--- src/rtl/vec_pkg.sv ---
// Shared constants and FSM encoding for the vector multiply-accumulate sequencer.
package vec_pkg;

  localparam int unsigned DATA_W    = 32;
  localparam logic [31:0] ADDR_STEP = 32'd4;

  localparam logic [1:0] ST_IDLE  = 2'd0;
  localparam logic [1:0] ST_RUN   = 2'd1;
  localparam logic [1:0] ST_DRAIN = 2'd2;
  localparam logic [1:0] ST_FIN   = 2'd3;

  typedef enum logic [1:0] {
    StIdle  = ST_IDLE,
    StRun   = ST_RUN,
    StDrain = ST_DRAIN,
    StFin   = ST_FIN
  } state_e;

endpackage

--- src/rtl/vec_mul_stage.sv ---
// Registered multiply stage: one product per cycle, feeding the RAM accumulate port.
module vec_mul_stage
  import vec_pkg::*;
(
  input  logic              clk,
  input  logic              rst_n,
  input  logic              valid,
  input  logic [DATA_W-1:0] rv_a,
  input  logic [DATA_W-1:0] rv_b,
  output logic [DATA_W-1:0] wd,
  output logic              we
);

  logic [DATA_W-1:0] prod;
  logic [DATA_W-1:0] wd_q;
  logic              we_q;

  // Low half of the product; identical for signed and unsigned operands.
  assign prod = rv_a * rv_b;

  // Capture the product and its write strobe; reset drops the strobe at once.
  always_ff @(posedge clk or negedge rst_n) begin
    if (!rst_n) begin
      wd_q <= '0;
      we_q <= 1'b0;
    end else begin
      we_q <= valid;
      if (valid) wd_q <= prod;
    end
  end

  assign wd = wd_q;
  assign we = we_q;

endmodule

--- src/rtl/vec_mac_seq.sv ---
// Vector MAC sequencer: walks A and B through the RAM read ports and issues one
// accumulate-write per element on port c. Optional macro VMAC_REDUCE_EN adds a
// `reduce` input that pins addr_c to base_c so C[0] collects the dot product.
module vec_mac_seq
  import vec_pkg::*;
#(
  parameter int unsigned LEN_W = 10
) (
  input  logic              clk,
  input  logic              rst_n,
  input  logic              start,
  input  logic [31:0]       base_a,
  input  logic [31:0]       base_b,
  input  logic [31:0]       base_c,
  input  logic [LEN_W-1:0]  len,
`ifdef VMAC_REDUCE_EN
  input  logic              reduce,
`endif
  output logic              busy,
  output logic              done,
  output logic [31:0]       addr_a,
  output logic [31:0]       addr_b,
  input  logic [DATA_W-1:0] rv_a,
  input  logic [DATA_W-1:0] rv_b,
  output logic [31:0]       addr_c,
  output logic [DATA_W-1:0] wd,
  output logic              we
);

  state_e           state_q, state_d;
  logic [LEN_W-1:0] cnt_q, cnt_d;
  logic [LEN_W-1:0] len_q, len_d;
  logic [31:0]      addr_a_q, addr_a_d;
  logic [31:0]      addr_b_q, addr_b_d;
  logic [31:0]      addr_c_q, addr_c_d;
  logic [31:0]      cptr_q, cptr_d;
  logic             accept;
  logic             last;
  logic             reduce_q;

  assign accept = (state_q == StIdle) && start;
  assign last   = (cnt_q == len_q - LEN_W'(1));

`ifdef VMAC_REDUCE_EN
  // Latch the reduce mode together with the other operation parameters.
  always_ff @(posedge clk or negedge rst_n) begin
    if (!rst_n) reduce_q <= 1'b0;
    else if (accept) reduce_q <= reduce;
  end
`else
  assign reduce_q = 1'b0;
`endif

  // Next-state logic. A zero-length op still spends one busy cycle (in DRAIN)
  // so done lands one edge after start.
  always_comb begin
    state_d = state_q;
    unique case (state_q)
      StIdle:  if (start) state_d = (len == '0) ? StDrain : StRun;
      StRun:   if (last) state_d = StDrain;
      StDrain: state_d = StFin;
      StFin:   state_d = StIdle;
      default: state_d = StIdle;
    endcase
  end

  // Address and counter next-state; addr_c trails the read address by one element.
  always_comb begin
    cnt_d    = cnt_q;
    len_d    = len_q;
    addr_a_d = addr_a_q;
    addr_b_d = addr_b_q;
    addr_c_d = addr_c_q;
    cptr_d   = cptr_q;
    if (accept) begin
      cnt_d    = '0;
      len_d    = len;
      addr_a_d = base_a;
      addr_b_d = base_b;
      cptr_d   = base_c;
    end else if (state_q == StRun) begin
      addr_c_d = cptr_q;
      if (!reduce_q) cptr_d = cptr_q + ADDR_STEP;
      if (!last) begin
        cnt_d    = cnt_q + LEN_W'(1);
        addr_a_d = addr_a_q + ADDR_STEP;
        addr_b_d = addr_b_q + ADDR_STEP;
      end
    end
  end

  // State and datapath registers.
  always_ff @(posedge clk or negedge rst_n) begin
    if (!rst_n) begin
      state_q  <= StIdle;
      cnt_q    <= '0;
      len_q    <= '0;
      addr_a_q <= '0;
      addr_b_q <= '0;
      addr_c_q <= '0;
      cptr_q   <= '0;
    end else begin
      state_q  <= state_d;
      cnt_q    <= cnt_d;
      len_q    <= len_d;
      addr_a_q <= addr_a_d;
      addr_b_q <= addr_b_d;
      addr_c_q <= addr_c_d;
      cptr_q   <= cptr_d;
    end
  end

  vec_mul_stage u_mul (
    .clk   (clk),
    .rst_n (rst_n),
    .valid (state_q == StRun),
    .rv_a  (rv_a),
    .rv_b  (rv_b),
    .wd    (wd),
    .we    (we)
  );

  assign busy   = (state_q == StRun) || (state_q == StDrain);
  assign done   = (state_q == StFin);
  assign addr_a = addr_a_q;
  assign addr_b = addr_b_q;
  assign addr_c = addr_c_q;

endmodule

--- config.mk ---
export PLATFORM = sky130hd
export DESIGN_NAME = vec_mac_seq
export DESIGN_NICKNAME = d
export VERILOG_FILES = /design/src/rtl/vec_pkg.sv /design/src/rtl/vec_mul_stage.sv /design/src/rtl/vec_mac_seq.sv
export SDC_FILE = /design/constraint.sdc
export NUM_CORES = 2
export LEC_CHECK = 0
export CORE_ASPECT_RATIO = 1.4
export CORE_MARGIN = 5
export CORE_UTILIZATION = 25
export CTS_BUF_LIST = sky130_fd_sc_hd__clkbuf_8
export DETAILED_ROUTE_END_ITERATION = 6
export SYNTH_ARGS = -nofsm -noshare
export SYNTH_HDL_FRONTEND = slang
export SYNTH_SLANG_ARGS = --single-unit
--- constraint.sdc ---
create_clock -name clk -period 3 [get_ports clk]
set_input_delay 0.6 -clock clk [delete_from_list [all_inputs] [get_ports clk]]
set_output_delay 0.6 -clock clk [all_outputs]
set_load 0.02 [all_outputs]
==> results.md <==
* Share of cells above drive strength 1 at 23.9%
* R2r worst-path depth at 11
* Initial Util at 25.2%
* Area growth, synth to finish at 39.9%
* Worst r2r src: len_q[1]
* Cell Rows at 137
* CTS tree: built
* HPWL Detailed at 70400 µm
* Worst hold path cell count at 2
* Total global routing overflow at 0
* Worst R2R End: addr_a[24]
* Critical path class: input port to flop
* Antenna viol nets, final at 0
* Worst-path fanout max at 8
* First-pass DRT Iterations at 5
* Via count at 21000
* # nets final at 3991
* H-tree levels at 4
* HP Start: cptr_q[1]
* Final min period at 6.59 ns
* Status: finished with violations
* Hold EP: cptr_q[1]
* I/O pin count at 304
* Global-route wire length before repair at 138000 µm
* Mapped Avg Cell Area at 9.31 µm²
* EDFF count, synth at 0
* Synth warn at 0
* Via-to-Cell Ratio at 4.56
* CTS Buf Count at 17
* Top cells by area, synth: fa_1, dfrtp_1, and2_1
* Crit share post-route at 220%
* Setup slack, reg-to-reg at 0.18 ns
* Max_slew headroom at 59.9%
* Cell Area, Synth at 25100 µm²
* Post-synthesis sequential area ratio at 18.3%
* Post-synthesis cell count at 2694
* DRT iter0 DRCs at 1060
* Startpoint types: input port
* Netlist cell types at 75
* CTS root buf: clkbuf_8
* Post-Syn Nets at 3408
* Die height at 385 µm
* Worst-path clk slew at 0.10 ns
* Req. time, crit path at 3.42 ns
* Initial antenna violation count at 7
* Most frequent cells in the layout: inv_1, fa_1, nand2_1
* HP Class: flop to flop
* Core ar. at 99600 µm²
* Routed len/inst at 19.3 µm
* Count of pins over their slew limit at 0
* GR Util All Layers at 16.7%
* Latest clock arrival within the worst-skew pair at 0.54 ns
* Commonest non-fill, non-tap cell in the layout: inv_1
* # clock sinks at 183
* Achievable frequency at 0.152 GHz
* #FFs+latches synth at 183
* Vias in the first global route at 23500
* DP Worst Slack at -4.61 ns
* WP data arrival at 7.01 ns
* CP Capture Type: flop
* Area leader, netlist: fa_1
* Clock Skew at 0.0192 ns
* Port Buf Inserts at 303
* Worst Tran Pin Value at 0.596 ns
* RSZ-0062 raised after global routing: true
* Max_cap viols at 0
* Dominant synthesized flop cell: dfrtp_1
* Count of endpoints failing setup in the final report at 28
* DRC at 0
* Die area at 107000 µm²
* Fillcell total at 10000
* Final number of hold-violating endpoints at 0
* Final WL at 89200 µm
* Fraction of registers with async set/reset at 100%
* Yosys top cell area share at 32.6%
* Longest Clk Path Bufs at 2
* Failing checks: negative setup slack
* Setup ws final at -3.59 ns
* Die Wd at 278 µm
* Final Wtd Congestion at 0.928
* Largest net degree at the start of global routing at 74
[timing repair]
| action | in CTS | in global routing |
|---|---|---|
| hold buffers | 1 | 0 |
| hold endpoints to repair | 18 | 0 |
| pin swaps | 189 | 143 |
| setup endpoints to repair | 34 | 92 |
| resized for setup | 361 | 133 |
| gates cloned | 10 | 0 |
| buffers inserted | 95 | 22 |
[registers in the layout, summed over array words and instances, names as in the netlist]
signal,count
len_q,10
addr_a,32
u_mul.wd,32
u_mul.we,1
cptr_q,32
state_q,2
addr_c,32
addr_b,32
cnt_q,10
[logic make-up (layout without fill, tap and decap cells)]
family / count (synthesis) / in the layout / share of synthesized area, %
flops: 183 / 183 / 18.3
buf+inv: 563 / 1159 / 8.64
other cells: 0 / 2 / 0
mux: 68 / 68 / 2.99
fa+ha+maj: 541 / 541 / 39.2
simple gates: 956 / 956 / 19.6
compound gates: 250 / 250 / 6.60
xor+xnor: 133 / 133 / 4.70
[stage by stage]
step | hold slack (ns) | std cells | instance area, µm² | TNS, ns | utilization (%)
after floorplan | 0.304 | 2694 | 25700 | -79.17 | -
after global routing | 0.509 | 4611 | 35100 | -79.96 | 35.2
final | 0.480 | 4612 | 35100 | -77.41 | 35.2
after global placement | 0.452 | 4462 | 32400 | -106.71 | 32.5
after CTS | 0.484 | 4600 | 34600 | -77.49 | 34.8
after detailed placement | 0.457 | 4462 | 32400 | -107.17 | 32.5
[cell usage after synthesis, drive strengths merged, types with 52 or more instances]
cell type,instances
fa,408
xnor2,71
nand2,373
inv,421
nor2,58
ha,133
and2,327
clkbuf,120
dfrtp,183
nand3,55
xor2,61
o21ai,75
mux2,52
[how the worst max path moves through the flow]
stage	endpoint	from	depth (start not counted)
final	u_mul.wd[30]	rv_a[16]	24
after global placement	u_mul.wd[30]	rv_b[2]	24
after CTS	u_mul.wd[30]	rv_b[4]	23
after detailed placement	u_mul.wd[30]	rv_b[2]	24
after floorplan	u_mul.wd[30]	rv_b[3]	25
after global routing	u_mul.wd[30]	rv_a[16]	24
[worst max-delay path, stage by stage]
cell,delay [ns]
buf_6,0.09
buf_8,0.13
and2_4,0.16
fa_1,0.59
inv_2,0.05
fa_2,0.55
fa_1,0.45
fa_1,0.54
inv_2,0.04
fa_1,0.49
inv_2,0.04
fa_2,0.52
inv_2,0.04
fa_2,0.53
fa_2,0.45
ha_4,0.18
a21o_1,0.17
a21o_1,0.19
nand2b_4,0.07
a21o_1,0.10
and3_4,0.18
a211oi_2,0.07
or4_1,0.52
a31o_2,0.24
[metal layers]
metal | up-vias | part of all wire, % | track usage, %
met3 | 202 | 5.8 | 3.77
met2 | 625 | 52 | 30.9
met5 | - | 0 | 0
met4 | 0 | 5.5 | 7.41
li1 | 9600 | - | -
met1 | 10600 | 36 | 18.2
[final cells by class]
| cell class | count | area (µm²) | share of cell area [%] |
|---|---|---|---|
| clock buffer | 17 | 234 | 0.667 |
| multi-input combinational | 1948 | 19700 | 56.1 |
| timing repair buffer | 705 | 7140 | 20.4 |
| tap | 1320 | 1650 | 4.71 |
| sequential | 183 | 4580 | 13.0 |
| clock inverter | 15 | 209 | 0.595 |
| inverter | 422 | 1580 | 4.51 |
| antenna | 2 | 5.00 | 0.0143 |
Power is not shown: default switching activity piles up to over one toggle a cycle in this logic, so the estimate is an artifact.
==> RTL edit, RTL diff (config.mk and constraints unchanged) <==
Register the outputs `busy` and `done`, with the module's reset; this adds one clock of latency there. The other outputs are not delayed to match. Comments in the files are not updated.
--- a/src/rtl/vec_mac_seq.sv
+++ b/src/rtl/vec_mac_seq.sv
@@ -122,4 +122,11 @@
 
-  assign busy   = (state_q == StRun) || (state_q == StDrain);
-  assign done   = (state_q == StFin);
+  always_ff @(posedge clk or negedge rst_n) begin
+    if (!rst_n) begin
+      busy <= '0;
+      done <= '0;
+    end else begin
+      busy <= (state_q == StRun) || (state_q == StDrain);
+      done <= (state_q == StFin);
+    end
+  end
   assign addr_a = addr_a_q;
Check against the original RTL: not equivalent (Yosys sat finds a counterexample within 4 cycles, from zero or initial values and one cycle with rst_n low).
==> RTL edit against the unedited design <==
  * The flow still finishes with violations (negative setup slack)
  * Cell area increased by 2.0%
  * Die area decreased by 1.3%
  * Sequential cell count increased by 2
  * Critical path depth decreased by 1
  * Final cell count unchanged
  * Area after synthesis decreased by 1.3%
  * Sequential share of layout area decreased by 0.11 points
  * Maximum frequency increased by 2.1%
  * Count of clock-buffer cells in the layout unchanged
  * First-iteration DRC count decreased by 3.2%
  * Worst setup slack improved by 140 ps
  * Routed wire length increased by 5.2%
  * Critical path type unchanged
  * Largest cell class unchanged
Power is not shown: default switching activity piles up to over one toggle a cycle in this logic, so the estimate is an artifact.
==> RTL edit: results <==
group,metric,value,unit
route,totalWireLength,93820,um
layout,final_net_count,4001,
global_route,grt_use_met3,4.589,%
route,dr.max_layer_used,"met5",
route,met2_wirelength,47940,um
layout,nNonClkInverters,417,
synth,syn_inst,2659,
layout,register_area,4629,um2
layout,multi_input_gates,1916,
synth,syn-num-nets,3373,
route,viasPerCell,4.556,
sta,setup_viol,66,
synth,syn-cell-area,24750,um2
global_route,met1_usage,18.71,%
cts,clock_latency,580,ps
setup_path,r2r_start,"len_q[0]",
layout,buffers,750,
sta,clock_skew,57.06,ps
route,wl_met1,32600,um
sta,worst_pin_slew,1250,ps
run_status,violations,"negative setup slack",
run_status,status,"finished, violations left",
setup_path,max_stage_delay,570,ps
synth,ys_seq_area_share,18.70,%
placed_design,place_area,31970,um2
sta,worst_slack,-3447,ps
layout,final_layout_size_suffix_gt1_share,27.42,%
-- RTL edit: timing repair --
item / in CTS / in global routing
hold endpoints to repair: 36 / 0
setup endpoints to repair: 98 / 88
gates resized for setup: 498 / 233
buffers inserted: 104 / 41
hold buffers: 1 / 0
pin swaps: 212 / 191
cloned: 16 / 7
-- RTL edit: final timing paths --
path                       cells after the start  slack [ps]            to
hold / removal                                 2         490     cptr_q[1]
max in group asynchronous                      3        1650    cptr_q[21]
min in group asynchronous                      2         600    addr_b[23]
setup reg to reg                              10        -110    addr_a[17]
hold reg to reg                                2         490     cptr_q[1]
setup / recovery                              23       -3450  u_mul.wd[29]
-- RTL edit: kinds of logic (layout without fill, tap and decap cells) --
logic type	after synthesis	after routing	synth area share, %
flops	185	185	18.70
mux	55	55	2.477
xor+xnor	181	181	6.461
buf+inv	558	1199	8.564
simple gates	930	930	19.03
compound gates	209	209	5.040
other cells	0	1	0
fa+ha+maj	541	541	39.72
